<file path="src/rtl/regfile_pkg.sv">
// Shared definitions for the register-file debug port: FSM states, register
// indices, op-bus field positions and the op builder.
// Latency: n/a (declarations only). Backpressure: n/a.
package regfile_pkg;

   typedef enum logic [2:0] {
      ST_IDLE   = 3'd0,
      ST_STALL  = 3'd1,
      ST_ACCESS = 3'd2,
      ST_RESP   = 3'd3,
      ST_VERIFY = 3'd4
   } state_t;

   // Register-file slot indices; only X..S are writable.
   localparam logic [3:0] IDX_X      = 4'd0;
   localparam logic [3:0] IDX_Y      = 4'd1;
   localparam logic [3:0] IDX_A      = 4'd2;
   localparam logic [3:0] IDX_S      = 4'd3;
   localparam logic [3:0] IDX_ZERO   = 4'd4;
   localparam logic [3:0] IDX_ONE    = 4'd5;
   localparam logic [3:0] IDX_MINUS1 = 4'd6;
   localparam logic [3:0] IDX_Z      = 4'd7;
   localparam logic [3:0] IDX_NMI    = 4'd8;
   localparam logic [3:0] IDX_RST    = 4'd9;
   localparam logic [3:0] IDX_BRK    = 4'd10;

   // Op bus layout: [6]=we, [5:4]=write index, [3:0]=read index.
   localparam int WE_BIT = 6;
   localparam int WR_LSB = 4;
   localparam int RD_LSB = 0;

   // Reads always address the slot on the read field; writes also place the
   // low two index bits on the write field so the slot reads back its new value.
   function automatic logic [6:0] mk_op(input logic we, input logic [3:0] idx);
      logic [6:0] op;
      op = '0;
      op[WE_BIT] = we;
      op[WR_LSB +: 2] = we ? idx[1:0] : 2'b00;
      op[RD_LSB +: 4] = idx;
      return op;
   endfunction

endpackage

</file>
<file path="src/rtl/regfile_dbg_port.sv">
// Debug initiator that stalls the CPU and performs one register-file read/write per request.
// Latency: accept -> stall (>=1 cycle until cpu_sync) -> access -> resp (+1 verify cycle on writes with REGFILE_DBG_VERIFY_EN).
// Backpressure: response held until resp_ready; a request offered during that handshake while stalled is taken back-to-back.
module regfile_dbg_port
   import regfile_pkg::*;
#(
   parameter int TIMEOUT = 255,
   parameter int TO_W    = 8
) (
   input  logic       clk,
   input  logic       rst_n,
   input  logic       req_valid,
   output logic       req_ready,
   input  logic       req_we,
   input  logic [3:0] req_idx,
   input  logic [7:0] req_wdata,
   output logic       resp_valid,
   input  logic       resp_ready,
   output logic [7:0] resp_data,
   output logic       resp_err,
   input  logic       cpu_sync,
   output logic       cpu_stall,
   output logic       rf_own,
   output logic [6:0] rf_op,
   output logic [7:0] rf_di,
   input  logic [7:0] rf_do
);

   // Last stall cycle index: STALL lasts at most TIMEOUT cycles.
   localparam logic [TO_W-1:0] TO_LAST = TO_W'(TIMEOUT - 1);

   state_t          state_q, state_d;
   logic            live_q;
   logic            we_q;
   logic [3:0]      idx_q;
   logic [7:0]      wdata_q;
   logic [TO_W-1:0] cnt_q;
   logic [7:0]      resp_data_q;
   logic            resp_err_q;
   logic            stall_q;

   logic req_ill;
   logic burst;
   logic accept;
   logic timeout;

   assign req_ill = req_we && (req_idx[3:2] != 2'b00);
   assign burst   = (state_q == ST_RESP) && resp_ready && req_valid && stall_q;
   assign accept  = ((state_q == ST_IDLE) && live_q && req_valid) || burst;
   assign timeout = (state_q == ST_STALL) && !cpu_sync && (cnt_q == TO_LAST);

   // State register.
   always_ff @(posedge clk or negedge rst_n) begin
      if (!rst_n) state_q <= ST_IDLE;
      else        state_q <= state_d;
   end

   // Next-state selection.
   always_comb begin
      state_d = state_q;
      case (state_q)
         ST_IDLE:   if (accept) state_d = req_ill ? ST_RESP : ST_STALL;
         ST_STALL:  begin
            if (cpu_sync)     state_d = ST_ACCESS;
            else if (timeout) state_d = ST_RESP;
         end
`ifdef REGFILE_DBG_VERIFY_EN
         ST_ACCESS: state_d = we_q ? ST_VERIFY : ST_RESP;
         ST_VERIFY: state_d = ST_RESP;
`else
         ST_ACCESS: state_d = ST_RESP;
`endif
         ST_RESP:   begin
            if (resp_ready) begin
               if (burst) state_d = req_ill ? ST_RESP : ST_ACCESS;
               else       state_d = ST_IDLE;
            end
         end
         default:   state_d = ST_IDLE;
      endcase
   end

   // Output decode; the register file is only driven while we own it.
   always_comb begin
      req_ready  = ((state_q == ST_IDLE) && live_q) || burst;
      resp_valid = (state_q == ST_RESP);
      resp_data  = resp_data_q;
      resp_err   = resp_err_q;
      cpu_stall  = stall_q;
      rf_own     = 1'b0;
      rf_op      = '0;
      rf_di      = '0;
      if (state_q == ST_ACCESS) begin
         rf_own = 1'b1;
         rf_op  = mk_op(we_q, idx_q);
         rf_di  = we_q ? wdata_q : 8'h00;
      end
`ifdef REGFILE_DBG_VERIFY_EN
      if (state_q == ST_VERIFY) begin
         rf_own = 1'b1;
         rf_op  = mk_op(1'b0, idx_q);
      end
`endif
   end

   // Request capture, stall hold, timeout counter and response registers.
   always_ff @(posedge clk or negedge rst_n) begin
      if (!rst_n) begin
         live_q      <= 1'b0;
         we_q        <= 1'b0;
         idx_q       <= '0;
         wdata_q     <= '0;
         cnt_q       <= '0;
         resp_data_q <= '0;
         resp_err_q  <= 1'b0;
         stall_q     <= 1'b0;
      end else begin
         live_q <= 1'b1;
         if (accept) begin
            we_q    <= req_we;
            idx_q   <= req_idx;
            wdata_q <= req_wdata;
            if (req_ill) begin
               resp_data_q <= 8'h00;
               resp_err_q  <= 1'b1;
            end
         end
         case (state_q)
            ST_IDLE: begin
               if (accept && !req_ill) begin
                  stall_q <= 1'b1;
                  cnt_q   <= '0;
               end
            end
            ST_STALL: begin
               cnt_q <= cnt_q + 1'b1;
               if (timeout) begin
                  stall_q     <= 1'b0;
                  resp_data_q <= 8'h00;
                  resp_err_q  <= 1'b1;
               end
            end
            ST_ACCESS: begin
               resp_data_q <= we_q ? wdata_q : rf_do;
               resp_err_q  <= 1'b0;
            end
`ifdef REGFILE_DBG_VERIFY_EN
            ST_VERIFY: begin
               if (rf_do != wdata_q) begin
                  resp_data_q <= rf_do;
                  resp_err_q  <= 1'b1;
               end
            end
`endif
            ST_RESP: begin
               if (resp_ready && !burst) stall_q <= 1'b0;
            end
            default: ;
         endcase
      end
   end

endmodule

</file>
<file path="config.mk">
export PLATFORM = sky130hd
export DESIGN_NAME = regfile_dbg_port
export DESIGN_NICKNAME = d
export VERILOG_FILES = /design/src/rtl/regfile_pkg.sv /design/src/rtl/regfile_dbg_port.sv
export SDC_FILE = /design/constraint.sdc
export NUM_CORES = 1
export LEC_CHECK = 0
export BUFFER_PORTS_ARGS = -buffer_cell sky130_fd_sc_hd__clkbuf_2
export CORE_MARGIN = 2
export CORE_UTILIZATION = 41
export DETAILED_ROUTE_END_ITERATION = 7
export HOLD_SLACK_MARGIN = 0.12
export PLACE_DENSITY = 0.68
export SLEW_MARGIN = 20
export SYNTH_ARGS = -nofsm -noshare
export SYNTH_HDL_FRONTEND = slang
export SYNTH_SLANG_ARGS = --single-unit
</file>
<file path="constraint.sdc">
create_clock -name clk -period 1.8 [get_ports clk]
set_clock_uncertainty 0.05 [all_clocks]
set_input_delay 0.27 -clock clk [delete_from_list [all_inputs] [get_ports clk]]
set_output_delay 0.27 -clock clk [all_outputs]
set_load 0.05 [all_outputs]
</file>
# ---- Yosys cells after proc, flatten, opt, wreduce, memory -nomap -nowiden
# Cells that the tools add are included.
dict set report totals {
  in_bits 26
  output_inout_bits 28
  ff_bits 35
}
dict set report op_classes {
  n_addsub 1
  mux 28
  n_reduce_logical 22
  n_eq_ne 10
}
# operator count
set op_table {}
lappend op_table {{8-bit two-way mux} 7}
lappend op_table {{8-bit one-hot mux with 2 select lines} 2}
lappend op_table {{3-bit two-way mux} 4}
lappend op_table {{3-bit one-hot mux with 4 select lines} 1}
lappend op_table {{1-bit logical AND} 10}
lappend op_table {{8-bit by 1-bit adder with 8-bit output (second input constant)} 1}
lappend op_table {{8-bit equality test (second input constant)} 1}
lappend op_table {{1-bit two-way mux} 8}
lappend op_table {{7-bit two-way mux} 1}
lappend op_table {{3-bit by 2-bit equality test with 1-bit output (second input constant)} 2}
lappend op_table {{2-bit two-way mux} 3}
lappend op_table {{2-bit by 1-bit != test with 1-bit output (second input constant)} 3}
lappend op_table {{2-bit != test (second input constant)} 2}
lappend op_table {{4-bit AND reduction} 1}
lappend op_table {{2-bit nonzero test} 2}
lappend op_table {{3-bit by 1-bit equality test with 1-bit output (second input constant)} 1}
lappend op_table {{1-bit zero test} 3}
lappend op_table {{3-bit zero test} 1}
lappend op_table {{3-bit != test (second input constant)} 1}
lappend op_table {{1-bit one-hot mux with 3 select lines} 1}
lappend op_table {{3-bit AND reduction} 1}
lappend op_table {{3-bit nonzero test} 1}
lappend op_table {{1-bit logical OR} 2}
lappend op_table {{1-bit one-hot mux with 2 select lines} 1}
lappend op_table {{2-bit AND reduction} 1}

# ---- Longest topological paths before layout
dict set report logic_depth {
  ltp_word 8
  ltp_mapped 6
  ltp_nobuf 6
}

# ---- Least setup slack after synthesis
# No wires, ideal clock.
dict set report synth_timing {
  kind {register to output}
  startpoint {register state_q[0]}
  endpoint {output port rf_di[4]}
  path_slack_ns -0.298
  required_ns 1.480
  path_buffers 1
  stages_incl_launch_ff 5
  arrival_ns 1.778
  path_cell_list {dfrtp_1 -> inv_1 -> ha_1 -> clkbuf_1 -> and3_1}
}
dict set report synth_between {
  elab_chain_cells 2
}
# element line_no
set synth_rtl {}
lappend synth_rtl {{start, declared} regfile_dbg_port.sv:32} ;# state_t state_q, state_d;
lappend synth_rtl {{start signal, assigned} regfile_dbg_port.sv:55} ;# else state_q <= state_d;
lappend synth_rtl {{3-bit by 2-bit equality test with 1-bit output} regfile_dbg_port.sv:93} ;# if (state_q == ST_ACCESS) begin
lappend synth_rtl {{8-bit two-way mux} regfile_dbg_port.sv:93}
lappend synth_rtl {{end, declared} regfile_dbg_port.sv:25} ;# output logic [7:0] rf_di,
# Every way passes these cells.

# ---- Worst setup path in the final report
dict set report layout_timing {
  startpoint {register state_q[0]}
  endpoint {register state_q[0]}
}
dict set report layout_between {
  elab_chain_cells 7
  elab_cells_between_ends 19
  classes_between {6 x eq/ne; 3 x mux; 10 x reduce/logical}
}
# element line_no
set layout_rtl {}
lappend layout_rtl {{3-bit by 2-bit equality test with 1-bit output} {regfile_dbg_port.sv:48, regfile_dbg_port.sv:61}}
lappend layout_rtl {{1-bit logical AND (3 in a row)} regfile_dbg_port.sv:48} ;# assign burst = (state_q == ST_RESP) && resp_ready && req_valid && stall_q;
lappend layout_rtl {{2-bit two-way mux or 1-bit logical OR (tied branches)} {regfile_dbg_port.sv:75, regfile_dbg_port.sv:49}}
lappend layout_rtl {{3-bit two-way mux or 2-bit != test (tied branches)} --}
lappend layout_rtl {{3-bit one-hot mux with 4 select lines or 3-bit AND reduction (tied branches)} --}
# Parallel ways exist; a longest one is shown, timed or not. The select of a mux whose other input is x is not followed.
# A chain may end at the register's enable or synchronous reset.

==> impl_metrics.json <==
{
  "outcome": "finished with violations",
  "violations": "setup timing",
  "finalSetupViolCount": 10,
  "power.leakage_nw": 1.409,
  "placed_cells": 274,
  "drt_drc_violations_left": 0,
  "slowest_stage": "dfrtp_1",
  "cts_buffers": 5,
  "cpMostUsedCell": "buf_4",
  "worstPathMaxFanout": 5,
  "maxSlewViolCount": 0,
  "netlist_instances": 166,
  "synth_nets": 198,
  "avgSynthCellArea_um2": 11.20,
  "max_stage_delay_ps": 380,
  "dr_total_vias": 1645,
  "rsz0062_at_grt": "true",
  "endpoint_kind": "flop",
  "fmax_ghz": 0.5379,
  "clk_path_buf_depth": 2,
  "place.gp.congestion": 0.7783,
  "start_util_pct": 42.70,
  "critPathArrivalTime_ps": 1950,
  "fin_crit_ps": 1859,
  "track_usage_pct": 19.17,
  "ff2ff_path_depth": 7,
  "timing.final.ws_setup_ps": -59.10,
  "die_h_um": 71.34,
  "fin_nets": 277,
  "clockRootBuffer": "clkbuf_8",
  "cts.clk_slew.worst_paths_ps": 70,
  "antenna_found_initial": 0,
  "drtIter0Drc": 64,
  "syn2layout_area_growth_pct": 52.36,
  "drt-vias-per-instance": 5.539,
  "port-buffer-count": 53,
  "multiInputGateArea_um2": 1134,
  "antenna_cells": 0,
  "path_depth": 7,
  "synth_cell_types": 42,
  "drive_gt1_share_pct": 52.24,
  "fill_cells": 328,
  "grt_pass1_wl_um": 7652,
  "layout.cells.non_filler": 297,
  "hold_viol": 0,
  "hold_class": "in -> reg",
  "critPathBufInv": 2,
  "regArea_um2": 853.3,
  "cp_top_family": "compound AO/OA/AOI/OAI gates",
  "clk_latency_ps": 290,
  "cts_sinks": 34,
  "wl_um": 5138,
  "cp.required_ps": 1890,
  "grt_max_degree": 35,
  "dieArea_um2": 5089,
  "dr.pass1.iters": 4,
  "grt_overflow_total": 0,
  "cts_tree": "yes",
  "worstPathCellList": "buf_4 > ha_4 > buf_4 > nand2_1 > a221oi_4 > a21bo_2 > mux2i_1",
  "ant_nets": 0,
  "dp_hpwl_um": 2961,
  "worstSetupPathType": "reg -> reg",
  "p_total_w": 0.005381,
  "max-vdd-ir-drop_mv": 1.184,
  "yosys_warnings": 0,
  "crit_path_start_kind": "flop",
  "htree_levels": 2,
  "coreArea_um2": 4354,
  "die_x_um": 71.34,
  "grt_pass1_vias": 1561,
  "max_slew.worst_pin.slew_ps": 770.0,
  "io_pins": 54,
  "drv_cap": 0,
  "maxSlewHeadroom_pct": 48.12,
  "fin_crit_sh_pct": 103.3,
  "hold_path_depth": 2,
  "synth.ff_latch_count": 34,
  "syn_area_um2": 1859,
  "drt-wirelength-per-cell_um": 17.30,
  "num_rows": 24,
  "p_per_area_nw_per_um2": 1899,
  "seq_area_frac_synth_pct": 45.76
}
-- registers in the layout (all words and copies together) (netlist names) --
register	flops
resp_data	8
cpu_stall	1
resp_err	1
state_q	2
idx_q	4
wdata_q	8
cnt_q	8
live_q	1
we_q	1
-- worst reg2reg max path, delay by kind of cell (launching register included) --
family | cells | cell delay, ps
buffers and inverters | 2 | 270
adders and majority gates | 1 | 170
muxes | 1 | 130
AOI/OAI and AO/OA | 2 | 630
and+or+nand+nor | 1 | 90
DFF | 1 | 380
-- worst paths after layout --
path	from	end	slack [ps]
hold / removal	req_wdata[1]	wdata_q[1]	140
setup / recovery	state_q[0]	state_q[0]	-60
setup reg to reg	state_q[0]	state_q[0]	-60
min in group asynchronous	rst_n	idx_q[2]	510
max in group asynchronous	rst_n	state_q[1]	850
hold reg to reg	resp_err	resp_err	440
-- per-stage QoR --
stage	worst slack (ps)	utilization (%)	hold WS, ps	TNS [ps]	area [um2]
global placement	2.090	52.04	285.1	0	2266
floorplan	-28.59	-	-75.59	-143.0	1887
detailed placement	-59.39	52.04	282.1	-117.3	2266
global route	-124.6	65.06	147.5	-1805	2833
finish	-59.10	65.06	141.0	-326.1	2833
CTS	-1.181	60.95	142.4	-1.181	2654
-- cell families (layout without fill, tap and decap cells) --
group / Yosys count / in the layout / share of synthesized area, %
buf+inv: 12 / 90 / 2.893
fa+ha+maj: 6 / 6 / 4.038
other cells: 1 / 1 / 0.2017
flops: 34 / 34 / 45.76
compound gates: 34 / 35 / 17.43
simple gates: 57 / 57 / 16.96
mux: 22 / 22 / 12.72
-- cell usage in the layout (no fill, tap or decap), types with 3 or more instances in the layout --
master / count
and3_2: 4
and3_1: 8
mux2_1: 5
nand2_1: 15
nand4_1: 5
mux2_4: 8
inv_2: 3
and3_4: 3
nor2_1: 3
buf_8: 8
and2_4: 4
clkbuf_16: 4
a211o_1: 3
clkbuf_8: 6
buf_6: 4
o22ai_1: 8
ha_4: 3
mux2i_1: 9
nor3_1: 4
buf_4: 20
dfrtp_1: 32
inv_1: 3
clkbuf_2: 36
a21o_1: 3
-- cells in the mapped netlist (all sizes together) --
master	number	area, um2
a21oi	2	10.01
ha	6	75.07
nand4	5	31.28
a21bo	1	10.01
a21o	3	22.52
nand3	2	10.01
o31ai	2	33.78
a221o	2	20.02
and3	15	93.84
mux2i	9	90.09
nand2	15	56.30
a221oi	1	15.01
nor3	4	20.02
nor3b	2	15.01
o311a	1	10.01
nor2b	3	18.77
clkbuf	4	15.01
o21a	2	22.52
a31oi	2	33.78
o221ai	1	8.760
inv	6	22.52
dfrtp	34	850.8
and2	6	37.54
o32a	1	10.01
conb	1	3.750
o22ai	9	70.07
mux2	13	146.4
o21ai	2	13.76
buf	2	16.26
a211o	3	26.28
nor2	3	11.26
a2111oi	1	8.760
o2bb2ai	1	8.760
nor4bb	1	10.01
and4	1	11.26
-- power breakdown --
group          internal [W]  switching, W
registers           0.00106      0.000295
logic               0.00152       0.00179
clock network      0.000443      0.000272
total               0.00302       0.00236
-- metal layers --
metal / GRT usage, % / routed length, um / part of all wire, %
met2: 29.94 / 2500 / 49
met1: 27.24 / 2376 / 46
met3: 4.079 / 225 / 4.4
met4: 5.031 / 36 / 0.70
met5: 0 / 0 / 0
-- layout make-up --
cell class	count	area share (%)
Inverter	6	0.7951
Tap cell	52	2.297
Clock buffer	6	2.915
Sequential cell	34	30.12
Timing Repair Buffer	77	22.79
Multi-Input combinational cell	121	40.02
Clock inverter	1	1.060
-- what timing repair did --
item / in CTS / in global routing
hold buffers: 1 / 0
setup endpoints to repair: 21 / 48
buffers inserted: 7 / 6
pin swaps: 1 / 5
endpoints found under the hold margin: 34 / 0
resized for setup: 48 / 39
gates cloned: 1 / 1
Note: power is estimated with default switching activity, not from simulation.
